<file path="src/rtl/usb_upstream_arbiter_if.sv">
// -----------------------------------------------------------------------------
// usb_upstream_arbiter_if
//   Bundles the producer-FIFO side and the bridge side of the upstream
//   arbiter into one interface.
//
//   master : the arbiter (drives in_pop, out_nempty, out_data, busy, cur_chan)
//   slave  : the environment (producer FIFOs, channel enables and the bridge)
//
//   chan_en    [CHANNELS]    per-channel enable
//   in_nempty  [CHANNELS]    per-channel FWFT FIFO not-empty
//   in_level   [16*CHANNELS] per-channel fill level, channel i at [16i+15:16i]
//   in_data    [32*CHANNELS] per-channel head word, channel i at [32i+31:32i]
//   in_pop     [CHANNELS]    per-channel pop
//   out_nempty               word available to the bridge
//   out_data   [32]          word presented to the bridge
//   out_pop                  bridge consumes out_data this cycle
//   busy                     packet in progress (HEADER or DATA)
//   cur_chan   [4]           currently granted channel
// -----------------------------------------------------------------------------
interface usb_upstream_arbiter_if #(
    parameter int CHANNELS = 4
);
    logic [CHANNELS-1:0]    chan_en;
    logic [CHANNELS-1:0]    in_nempty;
    logic [16*CHANNELS-1:0] in_level;
    logic [32*CHANNELS-1:0] in_data;
    logic [CHANNELS-1:0]    in_pop;
    logic                   out_nempty;
    logic [31:0]            out_data;
    logic                   out_pop;
    logic                   busy;
    logic [3:0]             cur_chan;

    modport master (
        input  chan_en, in_nempty, in_level, in_data, out_pop,
        output in_pop, out_nempty, out_data, busy, cur_chan
    );

    modport slave (
        output chan_en, in_nempty, in_level, in_data, out_pop,
        input  in_pop, out_nempty, out_data, busy, cur_chan
    );
endinterface

</file>
<file path="src/rtl/usb_upstream_arbiter.sv">
// -----------------------------------------------------------------------------
// usb_upstream_arbiter
//   Round-robin scheduler sharing the single upstream word path of the USB
//   FIFO bridge between CHANNELS producer FIFOs. Each grant is sent as one
//   packet: a header {MAGIC, channel, length} followed by exactly `length`
//   data words popped from the granted channel.
//
//   clk    : USB FIFO clock (same as the bridge)
//   rst_n  : asynchronous active-low reset
//   bus    : usb_upstream_arbiter_if.master (FIFO side, bridge side, status)
// -----------------------------------------------------------------------------
module usb_upstream_arbiter #(
    parameter int          CHANNELS  = 4,
    parameter int          MAX_BURST = 256,
    parameter logic [15:0] MAGIC     = 16'hA55A
) (
    input  logic                     clk,
    input  logic                     rst_n,
    usb_upstream_arbiter_if.master   bus
);

    typedef enum logic [1:0] {
        IDLE   = 2'd0,
        HEADER = 2'd1,
        DATA   = 2'd2
    } state_t;

    state_t state, state_nxt;

    logic [3:0]  rr_ptr;
    logic [3:0]  sel;
    logic [11:0] len;
    logic [11:0] remaining;

    logic [CHANNELS-1:0]   elig;
    logic [2*CHANNELS-1:0] rot;
    logic                  found;
    logic [3:0]            off;
    logic [4:0]            win_sum;
    logic [3:0]            win;
    logic [15:0]           win_level;
    logic [11:0]           win_len;

    logic        sel_nempty;
    logic [31:0] sel_data;
    logic        data_pop;

    // Grant search: rotate the eligible vector so rr_ptr lands on bit 0, take
    // the lowest set bit, then rotate the offset back into a channel number.
    always_comb begin
        // NOTE: every variable written here gets a default first, so no path
        // leaves it unassigned and no latch is inferred.
        elig = '0;
        for (int i = 0; i < CHANNELS; i++) begin
            elig[i] = bus.chan_en[i] && (bus.in_level[16*i +: 16] != 16'd0);
        end
        rot   = {elig, elig} >> rr_ptr;
        found = |rot[CHANNELS-1:0];
        off   = '0;
        for (int k = CHANNELS - 1; k >= 0; k--) begin
            if (rot[k]) off = 4'(k);
        end
        win_sum = {1'b0, rr_ptr} + {1'b0, off};
        win     = (win_sum >= 5'(CHANNELS)) ? 4'(win_sum - 5'(CHANNELS)) : win_sum[3:0];

        win_level = '0;
        for (int i = 0; i < CHANNELS; i++) begin
            if (win == 4'(i)) win_level = bus.in_level[16*i +: 16];
        end
        win_len = (win_level > 16'(MAX_BURST)) ? 12'(MAX_BURST) : win_level[11:0];
    end

    // Head-of-FIFO view of the granted channel.
    always_comb begin
        sel_nempty = 1'b0;
        sel_data   = '0;
        for (int i = 0; i < CHANNELS; i++) begin
            if (sel == 4'(i)) begin
                sel_nempty = bus.in_nempty[i];
                sel_data   = bus.in_data[32*i +: 32];
            end
        end
    end

    // FSM state register.
    always_ff @(posedge clk or negedge rst_n) begin
        // NOTE: sequential state uses non-blocking assignments so every
        // register samples pre-edge values regardless of process order.
        if (!rst_n) state <= IDLE;
        else        state <= state_nxt;
    end

    // Next state and the combinational word/pop path.
    always_comb begin
        state_nxt      = state;
        bus.out_nempty = 1'b0;
        bus.out_data   = '0;
        bus.in_pop     = '0;
        data_pop       = 1'b0;
        case (state)
            IDLE: begin
                if (found) state_nxt = HEADER;
            end
            HEADER: begin
                bus.out_nempty = 1'b1;
                bus.out_data   = {MAGIC, sel, len};
                if (bus.out_pop) state_nxt = DATA;
            end
            DATA: begin
                bus.out_nempty = sel_nempty;
                bus.out_data   = sel_data;
                // A pop with the selected FIFO empty is ignored: nothing moves.
                data_pop = bus.out_pop && sel_nempty;
                for (int i = 0; i < CHANNELS; i++) begin
                    bus.in_pop[i] = data_pop && (sel == 4'(i));
                end
                if (data_pop && remaining == 12'd1) state_nxt = IDLE;
            end
            default: state_nxt = IDLE;
        endcase
    end

    // Grant, length and round-robin bookkeeping.
    always_ff @(posedge clk or negedge rst_n) begin
        if (!rst_n) begin
            rr_ptr    <= '0;
            sel       <= '0;
            len       <= '0;
            remaining <= '0;
        end else begin
            case (state)
                IDLE: begin
                    if (found) begin
                        sel <= win;
                        len <= win_len;
                    end
                end
                HEADER: begin
                    if (bus.out_pop) remaining <= len;
                end
                DATA: begin
                    if (data_pop) begin
                        remaining <= remaining - 12'd1;
                        // The granted channel yields after every packet.
                        if (remaining == 12'd1) begin
                            rr_ptr <= (sel == 4'(CHANNELS - 1)) ? 4'd0 : sel + 4'd1;
                        end
                    end
                end
                default: ;
            endcase
        end
    end

    assign bus.busy     = (state != IDLE);
    assign bus.cur_chan = sel;

endmodule

</file>
<file path="src/flat_wrapper.sv">
// flat-port wrapper written by rule: the top's interface ports become plain ports
module usb_upstream_arbiter_flat 
#(
    parameter int          CHANNELS  = 4,
    parameter int          MAX_BURST = 256,
    parameter logic [15:0] MAGIC     = 16'hA55A
)
  (clk, rst_n, bus_chan_en, bus_in_nempty, bus_in_level, bus_in_data, bus_out_pop, bus_in_pop, bus_out_nempty, bus_out_data, bus_busy, bus_cur_chan);
  usb_upstream_arbiter_if #(.CHANNELS(CHANNELS)) bus_i ();
  input  logic clk;
  input  logic rst_n;
  input wire logic [$bits(bus_i.chan_en)-1:0] bus_chan_en;
  input wire logic [$bits(bus_i.in_nempty)-1:0] bus_in_nempty;
  input wire logic [$bits(bus_i.in_level)-1:0] bus_in_level;
  input wire logic [$bits(bus_i.in_data)-1:0] bus_in_data;
  input wire logic [$bits(bus_i.out_pop)-1:0] bus_out_pop;
  output wire logic [$bits(bus_i.in_pop)-1:0] bus_in_pop;
  output wire logic [$bits(bus_i.out_nempty)-1:0] bus_out_nempty;
  output wire logic [$bits(bus_i.out_data)-1:0] bus_out_data;
  output wire logic [$bits(bus_i.busy)-1:0] bus_busy;
  output wire logic [$bits(bus_i.cur_chan)-1:0] bus_cur_chan;
  assign bus_i.chan_en = bus_chan_en;
  assign bus_i.in_nempty = bus_in_nempty;
  assign bus_i.in_level = bus_in_level;
  assign bus_i.in_data = bus_in_data;
  assign bus_i.out_pop = bus_out_pop;
  assign bus_in_pop = bus_i.in_pop;
  assign bus_out_nempty = bus_i.out_nempty;
  assign bus_out_data = bus_i.out_data;
  assign bus_busy = bus_i.busy;
  assign bus_cur_chan = bus_i.cur_chan;
  usb_upstream_arbiter #(.CHANNELS(CHANNELS), .MAX_BURST(MAX_BURST), .MAGIC(MAGIC)) u_core (.clk(clk), .rst_n(rst_n), .bus(bus_i));
endmodule
</file>
<file path="config.mk">
export PLATFORM = sky130hd
export DESIGN_NAME = usb_upstream_arbiter_flat
export DESIGN_NICKNAME = d
export VERILOG_FILES = /design/src/rtl/usb_upstream_arbiter_if.sv /design/src/rtl/usb_upstream_arbiter.sv /design/src/flat_wrapper.sv
export SDC_FILE = /design/constraint.sdc
export NUM_CORES = 1
export LEC_CHECK = 0
export BUFFER_PORTS_ARGS = -buffer_cell sky130_fd_sc_hd__buf_2
export CAP_MARGIN = 25
export CORE_ASPECT_RATIO = 0.6
export CORE_MARGIN = 8
export CORE_UTILIZATION = 48
export DETAILED_ROUTE_END_ITERATION = 8
export GPL_TIMING_DRIVEN = 0
export PLACE_DENSITY = 0.91
export SLEW_MARGIN = 40
export SYNTH_ARGS = -nofsm -noshare
export SYNTH_HDL_FRONTEND = slang
export SYNTH_SLANG_ARGS = --single-unit
</file>
<file path="constraint.sdc">
create_clock -name clk -period 7.15 [get_ports clk]
set_input_delay 0 -clock clk [delete_from_list [all_inputs] [get_ports clk]]
set_output_delay 0 -clock clk [all_outputs]
set_load 0.01 [all_outputs]
</file>
==> summary.txt, run 1 <==
Worst hold path
  – Hold Path Class: in -> reg
  – Hold endpoint: u_core.len[2]
  – Worst hold stages: 4
  – Start point of the worst hold path: bus_in_level[50]

Global route
  – First-pass GRT wire length: 28.40 mm
  – Number of global-route vias before repair: 5547
  – Largest net degree at the start of global routing: 35
  – Grt ovf: 0
  – Total GRT Usage: 29.95%
  – Initial antenna violation count: 0

Floorplan
  – I/O pin total: 245
  – Std-Cell Rows: 25
  – Die Y: 86.44 um
  – Die X: about 130 um
  – CORE AREA: 7945 um2
  – Starting Density: 49.95%
  – Die Footprint: between 10000 and 15000 um2

Timing
  – Fmax: 0.2234 GHz
  – Max Slew Vio Count: 0
  – Unrepaired setup endpoints after global routing: false
  – Setup Skew: ~0.0077 ns
  – Final setup viols: 0
  – Hold Fails Final Rpt: 0
  – Crit path time final: 4.476 ns
  – Slew @ Worst Pin: 0.7529 ns
  – Total negative slack: 0 ns
  – Worst Hold Slack: roughly 0.13 ns
  – Fin crit share: 62.60%
  – Setup slack after layout: 2.674 ns
  – Rel. slew slack: 49.50%

Clock network
  – Clk pin slew, worst setup/hold paths: around 0.05 ns
  – # H-tree levels: 2
  – Sink Count: 34
  – CTS root buffer: clkbuf_16
  – TritonCTS Buffers: 5
  – Post-CTS sizing: 0
  – TritonCTS clock tree: yes
  – Latest clock arrival within the worst-skew pair: roughly 0.28 ns
  – CTS max path bufs: 2

Pwr
  – Leak: 2.646 nW
  – Combinational power share: between 70% and 80%
  – Sequential Power Share: roughly 17%
  – Sw Ratio: 50.34%
  – Pwr per Cell Area: 315.6 nW/um2
  – Total power draw: 1.733 mW
  – Worst VDD drop: 155.7 uV
  – Sw power: between 0.8 and 0.9 mW
  – Internal power: 0.8607 mW
  – Clock power share: 12.6%

Synth
  – Area leader, netlist: dfrtp_1
  – Mapped cell area: 3969 um2
  – Yosys reg bits: 34
  – Post-synthesis sequential area ratio: 21.44%
  – Top-count cell post-synth: nor2_1
  – Primary FF master, synth: dfrtp_1
  – Synth cell count leaders: nor2_1 (64), a21oi_1 (51), nor3_1 (45)
  – Post-Syn Area per Cell: 7.545 um2
  – Syn nets: 743
  – Cell variety after synth: 59
  – Synthesis warning total: 0
  – EDFF count, synth: 0
  – Top post-synthesis cells by area: dfrtp_1 (21%), a222oi_1 (8.1%), a21oi_1 (6.4%), nor2_1 (6.1%), nor3_1 (5.7%)
  – FFs w/ async S/R, synth: 100.0%
  – Synthesized instance count: 526
  – Area share of the leading cell type in the synthesized netlist: 21.44%

Final layout
  – Area grow syn2layout: 38.37%
  – Layout Nets: 995
  – Multi-input logic area: around 2900 um2
  – Fillers: 688
  – Storage cell area: 850.8 um2
  – Final std cells w/o fill: 887
  – N_diodes: 0
  – Fraction of layout cells with a size suffix above 1: 37.23%

Setup path
  – Worst endpoint required time: 7.34 ns
  – CP cell instances: buf_2 > nor4_1 > nand4_1 > o21ai_0 > nor2_1 > a221oi_1 > o211a_1 > ha_1 > inv_1 > fa_1 > clkbuf_1 > nor3b_1 > a211oi_1 > o21ai_0 > o41ai_1 > nand2_1 > o2bb2ai_1
  – Setup crit end kind: register
  – Reg-to-reg slack, setup: 3.04 ns
  – R2R depth: 15
  – Critical Path Slowest Stage Cell: fa_1
  – Worst r2r src: u_core.rr_ptr[0]
  – Worst flop-to-flop path endpoint: u_core.len[4]
  – Critical setup path kind: in -> reg
  – Cell repeated most along the worst path: o21ai_0
  – Crit start category: input pin
  – CP Max Fanout: 10
  – Largest stage delay, worst path: 0.64 ns
  – WP data arrival: 4.67 ns

Routing
  – Wire per inst: 20.36 um
  – Residual DRC: 24
  – Antenna-violating nets left: 0
  – DR iter-0 viols: 724
  – Detailed-route via count: 5530
  – DR pass1 iterations: 9
  – Routed vias/inst: between 6 and 7
  – Detailed Route WL: 18.06 mm

Place
  – Setup Slack @ Placement: ~2.6 ns
  – Port bufs: 244
  – HPWL Detailed: 15.04 mm
  – Cells after DPL: 878
  – Gpl congestion: 0.9590

Outcome
  – Status: complete, but fails checks
  – Failing checks: design-rule violations

Job
  – Max-Cap Viols: 0
==> power groups by stage <==
stage	clock (mW)	combinational, mW	sequential [mW]
2_1_floorplan	0	0.805	0.281
3_3_place_gp	0	1.14	0.289
3_5_place_dp	0	1.18	0.294
4_1_cts	0.220	1.19	0.293
5_1_grt	0.230	1.33	0.299
6_report	0.219	1.22	0.295
==> state kept, by name, indices dropped and copies added (netlist names) <==
signal and flops:
u_core.bus.cur_chan 4, u_core.rr_ptr 4, u_core.len 12, u_core.remaining 12
u_core.state 2
==> cell type report <==
class | count | share of cell area, %
multi-input combinational | 430 | 52.43
buffer | 42 | 3.099
clock buffer | 7 | 2.597
timing repair buffer | 245 | 22.47
inverter | 20 | 1.367
sequential | 34 | 15.49
tap | 108 | 2.461
clock inverter | 1 | 0.09114
==> worst max-delay path, delay by kind of cell <==
family / cells / cell delay, ns
AO/OA/AOI/OAI: 7 / 2.14
adder cells (fa/ha/maj): 2 / 0.81
AND/OR/NAND/NOR: 5 / 1.15
buffers and inverters: 3 / 0.54
==> cell usage in the layout (no fill, tap or decap), drive strengths merged, types with 3 or more instances in the layout <==
cell type / count
o211ai: 9
and2: 10
mux4: 7
or3: 3
nor2: 64
buf: 250
o2bb2ai: 5
mux2: 9
dfrtp: 34
a21oi: 51
a222oi: 32
o21ai: 35
a21o: 7
clkbuf: 43
or2: 7
inv: 20
mux2i: 11
nor3: 45
o22ai: 18
nand2: 37
nor2b: 4
nand3b: 3
nor4: 8
o31ai: 3
nand3: 9
a211oi: 3
nand2b: 3
o21a: 3
nor3b: 5
and3b: 3
ha: 13
==> cell families (layout without fill, tap and decap cells) <==
group                    after synthesis  after routing  synth area share (%)
AND/OR/NAND/NOR                      205            205                 25.00
AO/OA/AOI/OAI                        182            182                 32.66
buffers and inverters                 62            315                 6.179
flip-flops                            34             34                 21.44
multiplexers                          27             27                 9.679
adder cells (fa/ha/maj)               14             14                 4.603
XOR/XNOR                               2              2                0.4414
==> through the flow <==
stage          util, %  area (um2)
5_1_grt          69.12        5492
4_1_cts          69.09        5489
3_5_place_dp     67.10        5331
6_report         69.12        5492
2_1_floorplan        -        3969
3_3_place_gp     67.02        5325
==> how the worst max path moves through the flow <==
| stage | endpoint | slack, ns | startpoint | depth (start not counted) |
|---|---|---|---|---|
| after floorplan | u_core.len[2] | 3.45 | bus_in_level[45] | 17 |
| after global placement | u_core.len[0] | 2.72 | bus_in_level[33] | 17 |
| after detailed placement | u_core.len[1] | 2.59 | bus_in_level[33] | 17 |
| after CTS | u_core.len[4] | 2.79 | bus_in_level[33] | 17 |
| after global routing | u_core.len[4] | 2.21 | bus_in_level[33] | 17 |
| final | u_core.len[4] | 2.67 | bus_in_level[33] | 17 |
==> metal layers <==
layer	track usage, %	routed length [um]	vias to the layer above
li1	-	-	2516
met1	39.56	7360	2564
met2	46.68	8096	416
met3	9.988	2303	34
met4	5.978	302	0
met5	0	0	-
==> what timing repair did <==
item / in CTS / in global routing
buffers inserted: 0 / 0
hold buffers: 1 / 0
hold endpoints to repair: 34 / 0
No activity file was read; power rests on OpenSTA's default activity.
==> run 2, diff against run 1 <==
--- a/config.mk
+++ b/config.mk
@@ -5,14 +5,15 @@
 export SDC_FILE = /design/constraint.sdc
 export NUM_CORES = 1
 export LEC_CHECK = 0
+export ABC_AREA = 1
 export BUFFER_PORTS_ARGS = -buffer_cell sky130_fd_sc_hd__buf_2
 export CAP_MARGIN = 25
 export CORE_ASPECT_RATIO = 0.6
 export CORE_MARGIN = 8
-export CORE_UTILIZATION = 48
+export CORE_UTILIZATION = 45
 export DETAILED_ROUTE_END_ITERATION = 8
 export GPL_TIMING_DRIVEN = 0
-export PLACE_DENSITY = 0.91
+export PLACE_DENSITY = 0.86
 export SLEW_MARGIN = 40
 export SYNTH_ARGS = -nofsm -noshare
 export SYNTH_HDL_FRONTEND = slang
==> constraint.sdc (replaced) <==
create_clock -name clk -period 4.5 [get_ports clk]
set_input_delay 0 -clock clk [delete_from_list [all_inputs] [get_ports clk]]
set_output_delay 0 -clock clk [all_outputs]
set_load 0.01 [all_outputs]
==> run 2 against run 1 <==
Against the previous run: the flow now finishes without violations; clock power rose by 60%; worst hold slack improved by 0.073 ns; area after synthesis rose by 3.5%; non-clock buffer count fell by 5; synthesized cell count rose by 28%; routed wire length rose by 0.59%; global-route usage fell by 2.3 points; power rose by 83%; clock-buffer cell count fell by 1; design area rose by 2.7%; worst setup slack got worse by 2.2 ns; critical path type is now reg -> reg; highest routed layer unchanged.
==> summary.txt, run 2 <==
Timing
  – Hold Fails Final Rpt: 0 (unchanged)
  – Setup slack after layout: 0.4481 ns (was 2.674 ns)
  – Rel. slew slack: 53.94% (was 49.50%)
  – Unrepaired setup endpoints after global routing: false (unchanged)
  – Total negative slack: 0 ns (unchanged)
  – Fin crit share: about nine tenths
  – Max Slew Vio Count: 0 (unchanged)
  – Worst Hold Slack: 0.2006 ns (was 0.1272 ns)
  – Final setup viols: 0 (unchanged)
  – Crit path time final: 4.052 ns
  – Fmax: 0.2468 GHz
  – Slew @ Worst Pin: 0.6883 ns (was 0.7529 ns)
  – Setup Skew: 0.004854 ns (was 0.007684 ns)

Setup path
  – Setup crit end kind: register (unchanged)
  – Critical Path Slowest Stage Cell: dfrtp_1 (was fa_1)
  – CP Max Fanout: 10 (unchanged)
  – Largest stage delay, worst path: 0.46 ns (was 0.64 ns)
  – Worst endpoint required time: 4.72 ns (was 7.34 ns)
  – WP data arrival: 4.27 ns (was 4.67 ns)
  – WP buf/inv: 5 (was 3)
  – Critical setup path kind: reg -> reg (was in -> reg)
  – Crit start category: register (was input pin)
  – Reg-to-reg slack, setup: 0.45 ns (was 3.04 ns)
  – Cell family with most CP delay: simple AND/OR/NAND/NOR gates (was compound AO/OA/AOI/OAI gates)
  – CP cell instances: inv_1 > nand3_1 > o21ai_0 > nand3_1 > a21boi_0 > ha_1 > inv_1 > fa_1 > inv_1 > nand2_1 > nand2_4 > inv_1 > ha_1 > o21ai_4 > nand2_4 > buf_6 > o21ai_0 > nand3_1 > nor2_4 > nand3_1 > nand2_1 (was buf_2 > nor4_1 > nand4_1 > o21ai_0 > nor2_1 > a221oi_1 > o211a_1 > ha_1 > inv_1 > fa_1 > clkbuf_1 > nor3b_1 > a211oi_1 > o21ai_0 > o41ai_1 > nand2_1 > o2bb2ai_1)

Synth
  – Syn nets: 892 (was 743)
  – Cell variety after synth: 39 (was 59)
  – Synthesis warning total: 0 (unchanged)
  – Post-Syn Area per Cell: 6.087 um2 (was 7.545 um2)
  – Synth cell count leaders: nand2_1 (152), nor2_1 (99), nand3_1 (79) (was nor2_1 (64), a21oi_1 (51), nor3_1 (45))
  – Area leader, netlist: dfrtp_1 (unchanged)
  – FFs w/ async S/R, synth: 100.0% (unchanged)
  – Synthesized instance count: 675 (was 526)
  – Primary FF master, synth: dfrtp_1 (unchanged)
  – EDFF count, synth: 0 (unchanged)
  – Top-count cell post-synth: nand2_1 (was nor2_1)
  – Post-synthesis sequential area ratio: 20.71% (was 21.44%)
  – Area share of the leading cell type in the synthesized netlist: 20.71% (was 21.44%)
  – Mapped cell area: 4109 um2 (was 3969 um2)
  – Yosys reg bits: 34 (unchanged)
  – Top post-synthesis cells by area: dfrtp_1 (21%), nand2_1 (14%), nand3_1 (9.6%), nor2_1 (9.0%), o21ai_0 (7.6%) (was dfrtp_1 (21%), a222oi_1 (8.1%), a21oi_1 (6.4%), nor2_1 (6.1%), nor3_1 (5.7%))

Clock network
  – CTS max path bufs: 2 (unchanged)
  – # H-tree levels: 2 (unchanged)
  – Post-CTS sizing: 0 (unchanged)
  – TritonCTS clock tree: yes (unchanged)
  – Clk pin slew, worst setup/hold paths: 0.06 ns (was 0.05 ns)
  – CTS root buffer: clkbuf_16 (unchanged)
  – Post-CTS setup buffer count: 0 (unchanged)
  – TritonCTS Buffers: 5 (unchanged)
  – # hold bufs at CTS: 1 (unchanged)
  – Sink Count: 34 (unchanged)
  – Latest clock arrival within the worst-skew pair: 0.28 ns (about the same)

Job
  – Max-Cap Viols: 0 (unchanged)

Floorplan
  – I/O pin total: 245 (unchanged)
  – Starting Density: 45.55% (was 49.95%)
  – Std-Cell Rows: 27 (was 25)
  – Die Footprint: 12540 um2 (was 11530 um2)
  – Die Y: 90.02 um (was 86.44 um)
  – CORE AREA: 9020 um2 (was 7945 um2)
  – Die X: 139.4 um (was 133.4 um)

Routing
  – Detailed Route WL: 18.17 mm (was 18.06 mm)
  – Routed vias/inst: 5.613 (was 6.234)
  – DR iter-0 viols: 592 (was 724)
  – Detailed-route via count: 5866 (was 5530)
  – Residual DRC: 0 (was 24)
  – DR pass1 iterations: 6 (was 9)
  – Antenna-violating nets left: 0 (unchanged)
  – Wire per inst: 17.39 um (was 20.36 um)

Pwr
  – Worst VDD drop: 212.7 uV (was 155.7 uV)
  – Total power draw: 3.169 mW (was 1.733 mW)
  – Leak: 3.006 nW (was 2.646 nW)
  – Pwr per Cell Area: 561.7 nW/um2 (was 315.6 nW/um2)

Worst hold path
  – Hold Path Class: in -> async (was in -> reg)

Final layout
  – Area grow syn2layout: 37.30% (was 38.37%)
  – Layout Nets: 1144 (was 995)
  – Fraction of layout cells with a size suffix above 1: 29.96% (was 37.23%)
  – Final std cells w/o fill: 1045 (was 887)
  – Finished Cell Area: 5642 um2 (was 5492 um2)
  – Final Util: 62.55% (was 69.12%)
  – Most frequent cells in the layout: buf_2 (247), nand2_1 (152), nor2_1 (99), nand3_1 (79), o21ai_0 (62) (was buf_2 (247), nor2_1 (64), a21oi_1 (51), nor3_1 (45))
  – Most common cell after layout, fill and taps aside: buf_2 (unchanged)
  – Biggest regs: u_core.len x12, u_core.remaining x12 (unchanged)

Global route
  – Total GRT Usage: 27.61% (was 29.95%)
  – Initial antenna violation count: 0 (unchanged)
  – First-pass GRT wire length: 28.39 mm (was 28.40 mm)
  – Number of global-route vias before repair: 5237 (was 5547)
  – Grt ovf: 0 (unchanged)
  – Largest net degree at the start of global routing: 35 (unchanged)

Place
  – Setup Slack @ Placement: 0.5193 ns (was 2.589 ns)
  – Gpl congestion: 0.9750 (was 0.9590)
  – Placed inst area: 5475 um2 (was 5331 um2)
  – Port bufs: 244 (unchanged)
  – HPWL Detailed: 15.15 mm (was 15.04 mm)
  – Cells after DPL: 1035 (was 878)

Outcome
  – Status: complete, no violations (was complete, but fails checks)
## run 2: cell types whose count changed in the layout (fill, tap and decap cells not counted), sizes merged, moves of 13 or more
cell    previous run  this run
nand3              9        81
a21oi             51        16
clkbuf            43        30
nor3              45         3
a222oi            32         0
o21ai             35        72
a22oi              0        24
nor2              64       101
o211a              2        21
inv               20        59
nand2             37       159
## run 2: area by class of cell
cell class	count	area, um2
clock inverter	2	12.51
tap	116	145.1
timing repair buffer	245	1234
clock buffer	6	138.9
multi-input combinational	543	2850
sequential	34	850.8
fill	824	3378
inverter	61	234.0
buffer	37	173.9
antenna	1	2.502
## run 2: kinds of logic (layout without fill, tap and decap cells)
family	count (synthesis)	in the layout	share of synthesized area, %
compound gates	170	170	27.07
xor+xnor	6	6	1.279
fa+ha+maj	14	14	4.446
buf+inv	98	351	9.927
flops	34	34	20.71
other cells	0	1	0
simple gates	353	353	36.57
## run 2: final timing paths
kind	start	endpoint	depth (start not counted)
min reg2reg	u_core.len[3]	u_core.len[3]	2
min in group clk	bus_out_pop	u_core.rr_ptr[1]	3
max reg2reg	u_core.rr_ptr[0]	u_core.len[4]	21
max in group asynchronous	rst_n	u_core.state[0]	2
max	u_core.rr_ptr[0]	u_core.len[4]	21
min	rst_n	u_core.remaining[10]	2
## run 2: metal layers
metal	track usage (%)	vias up	wire length [um]	share of wire [%]
met3	7.652	38	2072	11
met5	0	-	0	0
met2	41.88	373	7867	43
li1	-	2807	-	-
met1	37.08	2648	7757	43
met4	8.901	0	471	2.6
## run 2: power breakdown
part | internal, mW | switching [mW] | total [mW]
Clock | 0.219 | 0.132 | 0.351
Combinational | 0.837 | 1.49 | 2.33
Sequential | 0.392 | 0.0963 | 0.489
==> run 3, diff against run 2 <==
--- a/config.mk
+++ b/config.mk
@@ -5,15 +5,14 @@
 export SDC_FILE = /design/constraint.sdc
 export NUM_CORES = 1
 export LEC_CHECK = 0
-export ABC_AREA = 1
 export BUFFER_PORTS_ARGS = -buffer_cell sky130_fd_sc_hd__buf_2
 export CAP_MARGIN = 25
 export CORE_ASPECT_RATIO = 0.6
 export CORE_MARGIN = 8
-export CORE_UTILIZATION = 45
+export CORE_UTILIZATION = 44
 export DETAILED_ROUTE_END_ITERATION = 8
 export GPL_TIMING_DRIVEN = 0
-export PLACE_DENSITY = 0.86
+export PLACE_DENSITY = 0.85
 export SLEW_MARGIN = 40
 export SYNTH_ARGS = -nofsm -noshare
 export SYNTH_HDL_FRONTEND = slang
==> run 3 against run 2 <==
Against the previous run: via count fell by 3.4%; sequential share of layout area rose by 0.24 points; critical path type unchanged; core utilization rose by 1.9 points; highest routed layer unchanged; clock skew barely moved; sequential power fell by 4%; routed wire length rose by 5.4%; non-clock buffer count rose by 5; first-iteration DRC count rose by 14%.
==> summary.txt, run 3 (same netlist as run 1, synthesis figures left out) <==
Timing
  – Slew @ Worst Pin: 0.8666 ns (was 0.6883 ns)
  – Rel. slew slack: 41.88% (was 53.94%)
  – Total negative slack: 0 ns (unchanged)
  – Setup Skew: 0.004646 ns (was 0.004854 ns)
  – Crit path time final: 4.105 ns (was 4.052 ns)
  – Max Slew Vio Count: 0 (unchanged)
  – Setup slack after layout: 0.3946 ns (was 0.4481 ns)
  – Unrepaired setup endpoints after global routing: false (unchanged)
  – Final setup viols: 0 (unchanged)
  – Fin crit share: 91.23% (was 90.04%)
  – Hold Fails Final Rpt: 0 (unchanged)
  – Fmax: 0.2436 GHz (was 0.2468 GHz)

Pwr
  – Internal power: 1.467 mW (was 1.448 mW)
  – Sequential Power Share: 16.3% (was 15.4%)
  – Worst VDD drop: 215.8 uV (was 212.7 uV)
  – Leak: 2.670 nW (was 3.006 nW)
  – Combinational power share: 67.6% (was 73.5%)
  – Sw Ratio: 48.92% (was 54.29%)
  – Pwr per Cell Area: 517.2 nW/um2 (was 561.7 nW/um2)
  – Sw power: 1.405 mW (was 1.721 mW)
  – Clock power share: 16.1% (was 11.1%)

Floorplan
  – Die Footprint: 12410 um2 (was 12540 um2)
  – Die X: 138.6 um (was 139.4 um)
  – CORE AREA: 8621 um2 (was 9020 um2)
  – Std-Cell Rows: 26 (was 27)
  – Die Y: 89.57 um (was 90.02 um)
  – Starting Density: 46.04% (was 45.55%)
  – I/O pin total: 245 (unchanged)

Clock network
  – CTS max path bufs: 2 (unchanged)
  – Clk pin slew, worst setup/hold paths: 0.06 ns (about the same)
  – TritonCTS Buffers: 5 (unchanged)
  – # H-tree levels: 2 (unchanged)
  – CTS root buffer: clkbuf_16 (unchanged)
  – Sink Count: 34 (unchanged)
  – Latest clock arrival within the worst-skew pair: 0.28 ns (about the same)
  – Post-CTS setup buffer count: 0 (unchanged)
  – TritonCTS clock tree: yes (unchanged)

Routing
  – Detailed Route WL: 19.14 mm (was 18.17 mm)
  – DR iter-0 viols: 673 (was 592)
  – Antenna-violating nets left: 0 (unchanged)
  – DR pass1 iterations: 9 (was 6)
  – Wire per inst: 21.48 um (was 17.39 um)
  – Detailed-route via count: 5667 (was 5866)
  – Residual DRC: 0 (unchanged)
  – Routed vias/inst: 6.360 (was 5.613)

Place
  – Setup Slack @ Placement: -0.2067 ns (was 0.5193 ns)
  – Gpl congestion: 1.029 (was 0.9750)
  – Cells after DPL: 882 (was 1035)
  – HPWL Detailed: 15.73 mm (was 15.15 mm)
  – Placed inst area: 5336 um2 (was 5475 um2)
  – Port bufs: 244 (unchanged)

Worst hold path
  – Worst hold stages: 4
  – Start point of the worst hold path: bus_in_level[50]
  – Hold Path Class: in -> reg (was in -> async)

Global route
  – Total GRT Usage: 28.81% (was 27.61%)
  – Grt ovf: 0 (unchanged)
  – Initial antenna violation count: 0 (unchanged)
  – Largest net degree at the start of global routing: 35 (unchanged)
  – First-pass GRT wire length: 28.92 mm (was 28.39 mm)
  – Number of global-route vias before repair: 5502 (was 5237)

Setup path
  – Critical setup path kind: reg -> reg (unchanged)
  – Worst r2r src: u_core.rr_ptr[0] (unchanged)
  – Setup crit end kind: register (unchanged)
  – WP data arrival: 4.31 ns (was 4.27 ns)
  – R2R depth: 15 (was 21)
  – Worst endpoint required time: 4.70 ns (was 4.72 ns)
  – Crit start category: register (unchanged)
  – Crit path launch: u_core.rr_ptr[0] (unchanged)
  – CP Max Fanout: 10 (unchanged)

Final layout
  – Fraction of layout cells with a size suffix above 1: 37.74% (was 29.96%)
  – Final std cells w/o fill: 891 (was 1045)
  – Area grow syn2layout: 39.94% (was 37.30%)
  – Biggest regs: u_core.len x12, u_core.remaining x12 (unchanged)
  – Most common cell after layout, fill and taps aside: buf_2 (unchanged)
  – Most frequent cells in the layout: buf_2 (247), nor2_1 (64), a21oi_1 (51), nor3_1 (45), nand2_1 (37) (was buf_2 (247), nand2_1 (152), nor2_1 (99), nand3_1 (79), o21ai_0 (62))
  – N_diodes: 0 (was 1)
  – Finished Cell Area: 5554 um2 (was 5642 um2)
  – Layout Nets: 995 (was 1144)
  – Final Util: 64.43% (was 62.55%)

Outcome
  – Status: complete, no violations (unchanged)

Job
  – Max-Cap Viols: 0 (unchanged)
[run 3: cell types whose count changed in the layout (fill, tap and decap cells not counted), moves of 8 or more]
cell / delta
nand2_1: -115
nand3_1: -70
nor3_1: +42
inv_1: -36
a21oi_1: +35
nor2_1: -35
a222oi_1: +32
o21ai_0: -31
a22oi_1: -24
o211a_1: -19
clkbuf_1: +11
mux2i_1: +11
o21ai_1: -8
[run 3: routing by layer]
metal	share of wire, %	track usage, %	wire [um]	vias to the layer above
met5	0	0	0	-
met4	1.4	5.141	275	0
met3	12	7.798	2349	31
met2	45	47.12	8614	393
met1	41	37.96	7901	2722
li1	-	-	-	2521
[run 3: path summary, 6_finish.rpt]
path,slack [ns],to
worst max-delay path,0.39,u_core.len[6]
worst min-delay path,0.11,u_core.len[2]
worst max register to register,0.39,u_core.len[6]
worst min register to register,0.51,u_core.len[1]
max in group asynchronous,3.99,u_core.len[5]
min in group asynchronous,0.20,u_core.remaining[8]
[run 3: layout make-up]
type | count | area (um2)
Sequential cell | 34 | 850.8
Timing Repair Buffer | 245 | 1234
Multi-Input combinational cell | 430 | 2889
Clock inverter | 3 | 68.82
Inverter | 20 | 75.07
Fill cell | 748 | 3067
Clock buffer | 5 | 125.1
Tap cell | 112 | 140.1
Buffer | 42 | 171.4
[run 3: worst max-delay path, cell delays in order (launching register included)]
cell,delay (ns)
dfrtp_1,0.38
clkbuf_1,0.36
o211ai_1,0.19
a21boi_0,0.17
o22ai_1,0.16
o211a_1,0.18
ha_1,0.17
inv_1,0.06
fa_1,0.68
clkbuf_2,0.29
nor3b_1,0.11
a211oi_1,0.21
o21ai_0,0.13
o41ai_1,0.48
nand2_1,0.23
o2bb2ai_1,0.21
[run 3: timing repair]
item / in CTS / in global routing
gates cloned: 0 / 0
endpoints found under the hold margin: 34 / 0
resized for setup: 1 / 4
endpoints found under the setup margin: 1 / 6
hold buffers: 1 / 0
[run 3: power groups by stage]
stage	Combinational, mW	Clock, mW	Sequential, mW
finish	1.94	0.462	0.469
global route	2.11	0.478	0.480
CTS	1.90	0.463	0.465
detailed placement	1.89	0	0.470
global placement	1.84	0	0.463
floorplan	1.28	0	0.446
[run 3: stage by stage]
step	total power, mW	hold WS, ns
global placement	2.298	0.1045
finish	2.873	0.1081
detailed placement	2.363	0.1115
CTS	2.830	0.1019
floorplan	1.725	-0.2956
global route	3.073	0.1448
